## src/rtl/pc_fetch_unit_if.sv

```systemverilog
// Instruction-memory fetch bus: request/address from the fetch unit, ack/data back from memory.
interface pc_fetch_unit_if #(
  parameter int ADDR_W = 6,
  parameter int DATA_W = 16
);
  logic              imem_req;
  logic [ADDR_W-1:0] imem_addr;
  logic              imem_ack;
  logic [DATA_W-1:0] imem_rdata;

  modport master (
    output imem_req,
    output imem_addr,
    input  imem_ack,
    input  imem_rdata
  );

  modport slave (
    input  imem_req,
    input  imem_addr,
    output imem_ack,
    output imem_rdata
  );
endinterface

```

## src/rtl/pc_fetch_unit.sv

```systemverilog
// Program counter and instruction fetch FSM (IDLE/REQ/DONE/ERR) with request timeout.
// Optional PC range check enabled by defining PC_LIMIT_EN.
module pc_fetch_unit #(
  parameter int ADDR_W   = 6,
  parameter int DATA_W   = 16,
  parameter int RESET_PC = 0,
  parameter int TIMEOUT  = 15,
  parameter int PC_LIMIT = 63
) (
  input  logic              clock,
  input  logic              reset_n,
  input  logic              fetch_start,
  input  logic              pc_write,
  input  logic              stall,
  input  logic [ADDR_W-1:0] newPC,
  pc_fetch_unit_if.master   imem,
  output logic [DATA_W-1:0] instr,
  output logic              instr_valid,
  output logic [ADDR_W-1:0] pc,
  output logic [ADDR_W-1:0] pc_plus1,
  output logic              fetch_err,
  output logic              pc_fault
);

  typedef enum logic [1:0] {
    S_IDLE = 2'd0,
    S_REQ  = 2'd1,
    S_DONE = 2'd2,
    S_ERR  = 2'd3
  } state_t;

  localparam int                CNT_W    = $clog2(TIMEOUT + 1);
  localparam logic [CNT_W-1:0]  CNT_LAST = CNT_W'(TIMEOUT - 1);
  localparam logic [ADDR_W-1:0] PC_RST   = ADDR_W'(RESET_PC);
  localparam logic [ADDR_W:0]   LIMIT_V  = (ADDR_W + 1)'(PC_LIMIT);
`ifdef PC_LIMIT_EN
  localparam bit LIMIT_EN = 1'b1;
`else
  localparam bit LIMIT_EN = 1'b0;
`endif

  state_t            state_q;
  logic [ADDR_W-1:0] pc_q;
  logic [DATA_W-1:0] instr_q;
  logic              valid_q;
  logic              req_q;
  logic              err_q;
  logic              fault_q;
  logic [CNT_W-1:0]  cnt_q;
  logic              pc_over_s;

  assign pc_over_s = LIMIT_EN && ({1'b0, newPC} > LIMIT_V);

  // Fetch FSM; every output is a register so the async reset clears them without a clock edge.
  always_ff @(posedge clock or negedge reset_n) begin
    if (!reset_n) begin
      state_q <= S_IDLE;
      pc_q    <= PC_RST;
      instr_q <= {DATA_W{1'b0}};
      valid_q <= 1'b0;
      req_q   <= 1'b0;
      err_q   <= 1'b0;
      fault_q <= 1'b0;
      cnt_q   <= {CNT_W{1'b0}};
    end else begin
      case (state_q)
        S_IDLE: begin
          if (fetch_start) begin
            state_q <= S_REQ;
            req_q   <= 1'b1;
            cnt_q   <= {CNT_W{1'b0}};
          end
        end
        S_REQ: begin
          // Ack is tested first so a same-cycle ack beats the timeout.
          if (imem.imem_ack) begin
            instr_q <= imem.imem_rdata;
            valid_q <= 1'b1;
            req_q   <= 1'b0;
            cnt_q   <= {CNT_W{1'b0}};
            state_q <= S_DONE;
          end else if (cnt_q == CNT_LAST) begin
            err_q   <= 1'b1;
            req_q   <= 1'b0;
            cnt_q   <= {CNT_W{1'b0}};
            state_q <= S_ERR;
          end else begin
            cnt_q <= cnt_q + 1'b1;
          end
        end
        S_DONE: begin
          if (pc_write && !stall) begin
            valid_q <= 1'b0;
            if (pc_over_s) begin
              fault_q <= 1'b1;
              state_q <= S_ERR;
            end else begin
              pc_q    <= newPC;
              req_q   <= 1'b1;
              cnt_q   <= {CNT_W{1'b0}};
              state_q <= S_REQ;
            end
          end
        end
        S_ERR: begin
          req_q   <= 1'b0;
          valid_q <= 1'b0;
        end
        default: begin
          req_q   <= 1'b0;
          valid_q <= 1'b0;
          state_q <= S_ERR;
        end
      endcase
    end
  end

  assign imem.imem_req  = req_q;
  assign imem.imem_addr = pc_q;
  assign instr          = instr_q;
  assign instr_valid    = valid_q;
  assign pc             = pc_q;
  assign pc_plus1       = pc_q + 1'b1;
  assign fetch_err      = err_q;
  assign pc_fault       = fault_q;

endmodule

```

## src/flat_wrapper.sv

```systemverilog
// flat-port wrapper written by rule: the top's interface ports become plain ports
module pc_fetch_unit_flat 
#(
  parameter int ADDR_W   = 6,
  parameter int DATA_W   = 16,
  parameter int RESET_PC = 0,
  parameter int TIMEOUT  = 15,
  parameter int PC_LIMIT = 63
)
  (clock, reset_n, fetch_start, pc_write, stall, newPC, instr, instr_valid, pc, pc_plus1, fetch_err, pc_fault, imem_imem_req, imem_imem_addr, imem_imem_ack, imem_imem_rdata);
  pc_fetch_unit_if #(.ADDR_W(ADDR_W), .DATA_W(DATA_W)) imem_i ();
  input  logic clock;
  input  logic reset_n;
  input  logic fetch_start;
  input  logic pc_write;
  input  logic stall;
  input  logic [ADDR_W-1:0] newPC;
  output logic [DATA_W-1:0] instr;
  output logic instr_valid;
  output logic [ADDR_W-1:0] pc;
  output logic [ADDR_W-1:0] pc_plus1;
  output logic fetch_err;
  output logic pc_fault;
  output wire logic [$bits(imem_i.imem_req)-1:0] imem_imem_req;
  output wire logic [$bits(imem_i.imem_addr)-1:0] imem_imem_addr;
  input wire logic [$bits(imem_i.imem_ack)-1:0] imem_imem_ack;
  input wire logic [$bits(imem_i.imem_rdata)-1:0] imem_imem_rdata;
  assign imem_imem_req = imem_i.imem_req;
  assign imem_imem_addr = imem_i.imem_addr;
  assign imem_i.imem_ack = imem_imem_ack;
  assign imem_i.imem_rdata = imem_imem_rdata;
  pc_fetch_unit #(.ADDR_W(ADDR_W), .DATA_W(DATA_W), .RESET_PC(RESET_PC), .TIMEOUT(TIMEOUT), .PC_LIMIT(PC_LIMIT)) u_core (.clock(clock), .reset_n(reset_n), .fetch_start(fetch_start), .pc_write(pc_write), .stall(stall), .newPC(newPC), .imem(imem_i), .instr(instr), .instr_valid(instr_valid), .pc(pc), .pc_plus1(pc_plus1), .fetch_err(fetch_err), .pc_fault(pc_fault));
endmodule
```

## config.mk

```make
export PLATFORM = sky130hd
export DESIGN_NAME = pc_fetch_unit_flat
export DESIGN_NICKNAME = d
export VERILOG_FILES = /design/src/rtl/pc_fetch_unit_if.sv /design/src/rtl/pc_fetch_unit.sv /design/src/flat_wrapper.sv
export SDC_FILE = /design/constraint.sdc
export NUM_CORES = 1
export LEC_CHECK = 0
export CAP_MARGIN = 20
export CORE_MARGIN = 5
export CORE_UTILIZATION = 41
export DETAILED_ROUTE_END_ITERATION = 10
export PLACE_DENSITY = 0.8
export SYNTH_ARGS = -nofsm -noshare
export SYNTH_HDL_FRONTEND = slang
export SYNTH_SLANG_ARGS = --single-unit
```

## constraint.sdc

```tcl
create_clock -name clock -period 1.6 [get_ports clock]
set_input_delay 0.24 -clock clock [delete_from_list [all_inputs] [get_ports clock]]
set_output_delay 0.24 -clock clock [all_outputs]
set_load 0.03 [all_outputs]
```

==> flow_metrics.env, run 1 <==
export IMPL_synth_top_cell_area_share=0.541
export IMPL_synth_commonest_cells="dfrtp_1 (31), mux2_1 (14), buf_4 (7), mux2_2 (7), nand3_1 (7)"
export IMPL_core_sq_um=3360
export IMPL_clk_pin_slew_ns=0.10
export IMPL_synth_most_common_cell="dfrtp_1"
export IMPL_crit_type="reg -> out"
export IMPL_grt_usage=0.146
export IMPL_diodes=0
export IMPL_io_pins=66
export IMPL_critPathArrivalTime_ns=1.34
export IMPL_cts_hold_fix_buffers=0
export IMPL_htree_num_levels=2
export IMPL_port_buffers=64
export IMPL_grt_max_degree=32
export IMPL_start_util=0.427
export IMPL_grt_pass1_wl_microns=5630
export IMPL_grt_pass1_vias=1203
export IMPL_drive_gt1_frac=0.187
export IMPL_fin_crit_sh=0.990
export IMPL_p_leak_uw=0.00102
export IMPL_synth_area_leaders="dfrtp_1 (54%), mux2_1 (11%), mux2_2 (5.5%)"
export IMPL_gr_total_overflow=0
export IMPL_drt_total_wl_microns=3210
export IMPL_hold_viol_final=0
export IMPL_drt_wirelength_per_cell_microns=14.1
export IMPL_power_per_cell_area_nw_per_um2=1960
export IMPL_clock_latency_ns=0.34
export IMPL_drc_errors=0
export IMPL_fin_hold_ws_ns=0.281
export IMPL_synth_cell_types=31
export IMPL_ys_seq_area_frac=0.541
export IMPL_timing_fmax_mhz=631
export IMPL_synth_ff_type="dfrtp_1"
export IMPL_setup_viol=0
export IMPL_syn_inst=113
export IMPL_clockRootBuffer="clkbuf_4"
export IMPL_yosysWarningCount=0
export IMPL_grt_antenna_before_repair=0
export IMPL_async_flop_share=1.00
export IMPL_synth_top_cell_by_area="dfrtp_1"
export IMPL_fin_skew_ns=0.0166
export IMPL_cpMaxStageDelayCell="dfrtp_1"
export IMPL_end_kind="output pin"
export IMPL_cpPeakStageDelay_ns=0.40
export IMPL_clock_sinks=31
export IMPL_path_delay_family="flip-flops"
export IMPL_place_congestion=0.800
export IMPL_ys_ff_latch=31
export IMPL_setup_reg_to_reg_worst_slack_ns=0.15
export IMPL_floorplan_rows=21
export IMPL_cp_num_buf_inv=1
export IMPL_cts_buffers=5
export IMPL_maxCapViolations=0
export IMPL_ir_worst_vdd_mv=1.12
export IMPL_synth_area_sq_um=1440
export IMPL_dieArea_sq_um=4780
export IMPL_cp_cell_sequence="ha_2 > nand3_2 > xnor2_2 > buf_6"
export IMPL_crit_start="u_core.imem.imem_addr[1]"
export IMPL_routed_via_density=4.82
export IMPL_reg2reg_depth=3
export IMPL_synth_edf_count=0
export IMPL_vias=1100
export IMPL_drtAntennaViolNets=0
export IMPL_rsz0062_at_grt="yes"
export IMPL_setup_slack_ns=0.0153
export IMPL_setup_worst_path_end="pc_plus1[4]"
export IMPL_syn_to_final_growth_pct=50.0
export IMPL_path_depth=4
export IMPL_cts_tree="built"
export IMPL_crit_path_max_fanout=4
export IMPL_layout_nets=212
export IMPL_fin_util=0.640
export IMPL_dr_pass1_iters=4
export IMPL_dp_hpwl_microns=2460
export IMPL_start_kind="flop"
export IMPL_r2r_start="u_core.state_q[0]"
export IMPL_avgSynthCellArea_sq_um=12.7
export IMPL_die_x_microns=69.2
export IMPL_die_h_microns=69.2
export IMPL_hold_class="in -> async"
export IMPL_syn_num_nets=144
export IMPL_cts_path_max_buffers=2
export IMPL_status="finished clean"
export IMPL_worstPathRequired_ns=1.36
export IMPL_slew_violations=0
export IMPL_pre_cts_slack_ns=-0.0164
export IMPL_period_needed_ns=1.58
export IMPL_drt_initial_drc_count=13
export IMPL_regToRegEndpoint="u_core.cnt_q[3]"
==> worst min-delay path by stage <==
stage / start / to / slack (ns) / cells past startpoint
5_1_grt: reset_n / u_core.instr[7] / 0.33 / 2
6_report: reset_n / u_core.instr[12] / 0.28 / 2
3_5_place_dp: u_core.fetch_err / u_core.fetch_err / 0.47 / 1
2_1_floorplan: reset_n / u_core.cnt_q[0] / -0.06 / 0
4_1_cts: reset_n / u_core.instr[11] / 0.29 / 2
3_3_place_gp: u_core.fetch_err / u_core.fetch_err / 0.47 / 1
==> kinds of logic after synthesis <==
logic type	count (synthesis)	synth area share
xor+xnor	4	0.0244
compound gates	13	0.0593
flops	31	0.541
buf+inv	16	0.0680
fa+ha+maj	3	0.0262
other cells	1	0.00261
simple gates	24	0.114
mux	21	0.165
==> cells in the final DEF, fill, tap and decap left out, types with 3 or more instances in the layout <==
cell,count
nand3_1,6
mux2_2,7
buf_4,12
inv_1,5
mux2_1,14
dfrtp_1,31
nand2_1,3
clkbuf_4,5
a21oi_1,3
nand2b_1,3
dlygate4sd2_1,31
nand3b_1,3
clkdlybuf4s50_1,27
==> metal layers <==
metal	wire (microns)	global-route usage	share of wire	up-vias
li1	-	-	-	524
met1	1350	0.173	0.42	513
met2	1440	0.224	0.45	58
met3	370	0.0727	0.12	5
met4	51	0.0651	0.016	0
met5	0	0	0	-
==> where the power goes <==
part	switching [uW]	internal (uW)
clock network	264	258
logic	1410	913
registers	258	1110
==> worst reg2reg max path, cell delays in order, from the launching register on <==
cell      delay (ns)
dfrtp_1         0.54
or3b_1          0.41
or3_1           0.36
o221ai_1        0.08
==> repair_timing <==
action                                  in CTS  in global routing
resized for setup                           35                  2
pin swaps                                    0                  0
cloned                                       0                  0
buffers inserted                             3                  0
endpoints found under the setup margin      34                  4
==> layout make-up <==
type | instances | area [sq um]
clock buffer | 8 | 68.8
fill | 280 | 1210
inverter | 5 | 18.8
multi-input combinational | 66 | 584
sequential | 31 | 776
tap | 46 | 57.6
timing repair buffer | 72 | 648
==> metrics by stage <==
step / power [uW] / instances / instance area, sq um / setup TNS [ns]
finish: 4210 / 228 / 2150 / 0
global route: 4470 / 228 / 2150 / -0.126
CTS: 4270 / 228 / 2160 / -0.000739
detailed placement: 3930 / 217 / 2090 / -0.0737
global placement: 3870 / 217 / 2090 / 0
floorplan: 2950 / 113 / 1450 / 0
==> sequential cells by signal (all words and copies together) (netlist names) <==
name,flops
u_core.cnt_q,4
u_core.imem.imem_addr,6
u_core.instr,16
u_core.imem.imem_req,1
u_core.state_q,2
u_core.instr_valid,1
u_core.fetch_err,1
No activity file was read; power rests on OpenSTA's default activity.
==> run 2, diff against run 1 <==
==> constraint.sdc (replaced) <==
create_clock -name clock -period 1.7 [get_ports clock]
set_input_delay 0.255 -clock clock [delete_from_list [all_inputs] [get_ports clock]]
set_output_delay 0.255 -clock clock [all_outputs]
set_load 0.03 [all_outputs]
==> flow_metrics.env, run 2 (synthesized netlist as in run 1, its figures left out) <==
export IMPL_cpPeakStageDelay_ns=0.69
export IMPL_clockRootBuffer="clkbuf_4"
export IMPL_grt_usage=0.141
export IMPL_fin_area_sq_um=2120
export IMPL_status="finished clean"
export IMPL_cts_path_max_buffers=2
export IMPL_io_pins=66
export IMPL_grt_pass1_vias=1182
export IMPL_fin_crit_sh=0.961
export IMPL_critPathArrivalTime_ns=1.38
export IMPL_dp_hpwl_microns=2550
export IMPL_cp_num_buf_inv=1
export IMPL_htree_num_levels=2
export IMPL_die_h_microns=69.2
export IMPL_setup_viol=0
export IMPL_period_needed_ns=1.63
export IMPL_drtAntennaViolNets=0
export IMPL_maxCapViolations=0
export IMPL_grt_antenna_before_repair=0
export IMPL_slew_violations=0
export IMPL_hold_class="in -> async"
export IMPL_layout_nets=209
export IMPL_diodes=0
export IMPL_path_delay_family="buffers and inverters"
export IMPL_final_common_cell="clkdlybuf4s50_1"
export IMPL_fin_skew_ns=0.00359
export IMPL_cts_tree="built"
export IMPL_crit_path_max_fanout=2
export IMPL_crit_type="reg -> out"
export IMPL_place_congestion=0.769
export IMPL_routed_via_density=4.84
export IMPL_end_kind="output pin"
export IMPL_tns_ns=0
export IMPL_start_kind="flop"
export IMPL_grt_pass1_wl_microns=5490
export IMPL_ir_worst_vdd_mv=0.907
export IMPL_vias=1088
export IMPL_clk_pin_slew_ns=0.09
export IMPL_timing_fmax_mhz=612
export IMPL_grt_max_degree=32
export IMPL_largest_register_ffs=16
export IMPL_port_buffers=64
export IMPL_totalPowerFinal_uw=3960
export IMPL_grt_use_met2=0.234
export IMPL_drc_errors=0
export IMPL_core_sq_um=3360
export IMPL_grt_util_met3=0.0828
export IMPL_clock_latency_ns=0.32
export IMPL_layout_cells_most_common_list="clkdlybuf4s50_1 (45), dfrtp_1 (30), mux2_1 (14)"
export IMPL_start_util=0.427
export IMPL_top_usage_layer="met2"
export IMPL_power_per_cell_area_nw_per_um2=1860
export IMPL_dpl_cell_count=216
export IMPL_clock_sinks=31
export IMPL_cts_hold_fix_buffers=0
export IMPL_dieArea_sq_um=4780
export IMPL_drt_total_wl_microns=3250
export IMPL_p_leak_uw=0.000972
export IMPL_drive_gt1_frac=0.151
export IMPL_final_cells=225
export IMPL_pre_cts_slack_ns=0.0283
export IMPL_gr_total_overflow=0
export IMPL_cp_cell_sequence="clkdlybuf4s50_1"
export IMPL_cts_buffers=5
export IMPL_worstPathRequired_ns=1.44
export IMPL_die_x_microns=69.2
export IMPL_syn_to_final_growth_pct=47.9
export IMPL_rsz0062_at_grt="yes"
export IMPL_drt_initial_drc_count=28
export IMPL_floorplan_rows=21
export IMPL_n_fill_cell=291
export IMPL_cpMaxStageDelayCell="clkdlybuf4s50_1"
export IMPL_placed_cell_area_sq_um=2080
export IMPL_drt_wirelength_per_cell_microns=14.4
export IMPL_dr_pass1_iters=4
export IMPL_hold_viol_final=0
export IMPL_grtUsageMet1=0.156
export IMPL_setup_slack_ns=0.0666
run 2: cell count changes in the layout (fill, tap and decap cells not counted), sizes merged:
cell	before	now
dlygate4sd2	31	11
clkdlybuf4s50	27	45
buf	13	8
dlymetal6s2s	0	3
clkinv	0	1
run 2: what timing repair did:
item | CTS | global route
setup endpoints to repair | 15 | 7
buffers inserted | 0 | 1
gates resized for setup | 15 | 7
endpoints found under the hold margin | 0 | 0
run 2: final cells by class:
cell class	instances	area, sq um	share of cell area
Clock inverter	1	5.00	0.00236
Clock buffer	7	45.0	0.0212
Sequential cell	31	777	0.366
Inverter	5	18.8	0.00884
Tap cell	46	57.6	0.0271
Timing Repair Buffer	69	654	0.308
Multi-Input combinational cell	66	564	0.266
run 2: through the flow:
stage	hold WS [ns]	util
3_5_place_dp	0.477	0.618
2_1_floorplan	-0.0406	-
3_3_place_gp	0.465	0.618
4_1_cts	0.320	0.628
5_1_grt	0.347	0.631
6_report	0.322	0.631
run 2: worst paths after layout:
kind	start	endpoint	slack (ns)	depth (start not counted)
setup / recovery	u_core.instr[5]	instr[5]	0.07	1
hold / removal	reset_n	u_core.instr[8]	0.32	2
setup reg to reg	u_core.state_q[0]	u_core.cnt_q[3]	0.27	3
hold reg to reg	u_core.fetch_err	u_core.fetch_err	0.50	1
max in group asynchronous	reset_n	u_core.imem.imem_addr[0]	1.08	2
min in group clock	u_core.fetch_err	u_core.fetch_err	0.50	1
run 2: power breakdown:
group          internal [uW]  switching, uW
Combinational            946           1330
Clock                    161            237
Sequential              1040            243
run 2: layer usage:
| metal | wire length (microns) | share of wire | up-vias |
|---|---|---|---|
| met3 | 355 | 0.11 | 2 |
| met4 | 20 | 0.0062 | 0 |
| li1 | - | - | 519 |
| met1 | 1310 | 0.40 | 510 |
| met5 | 0 | 0 | - |
| met2 | 1570 | 0.48 | 57 |
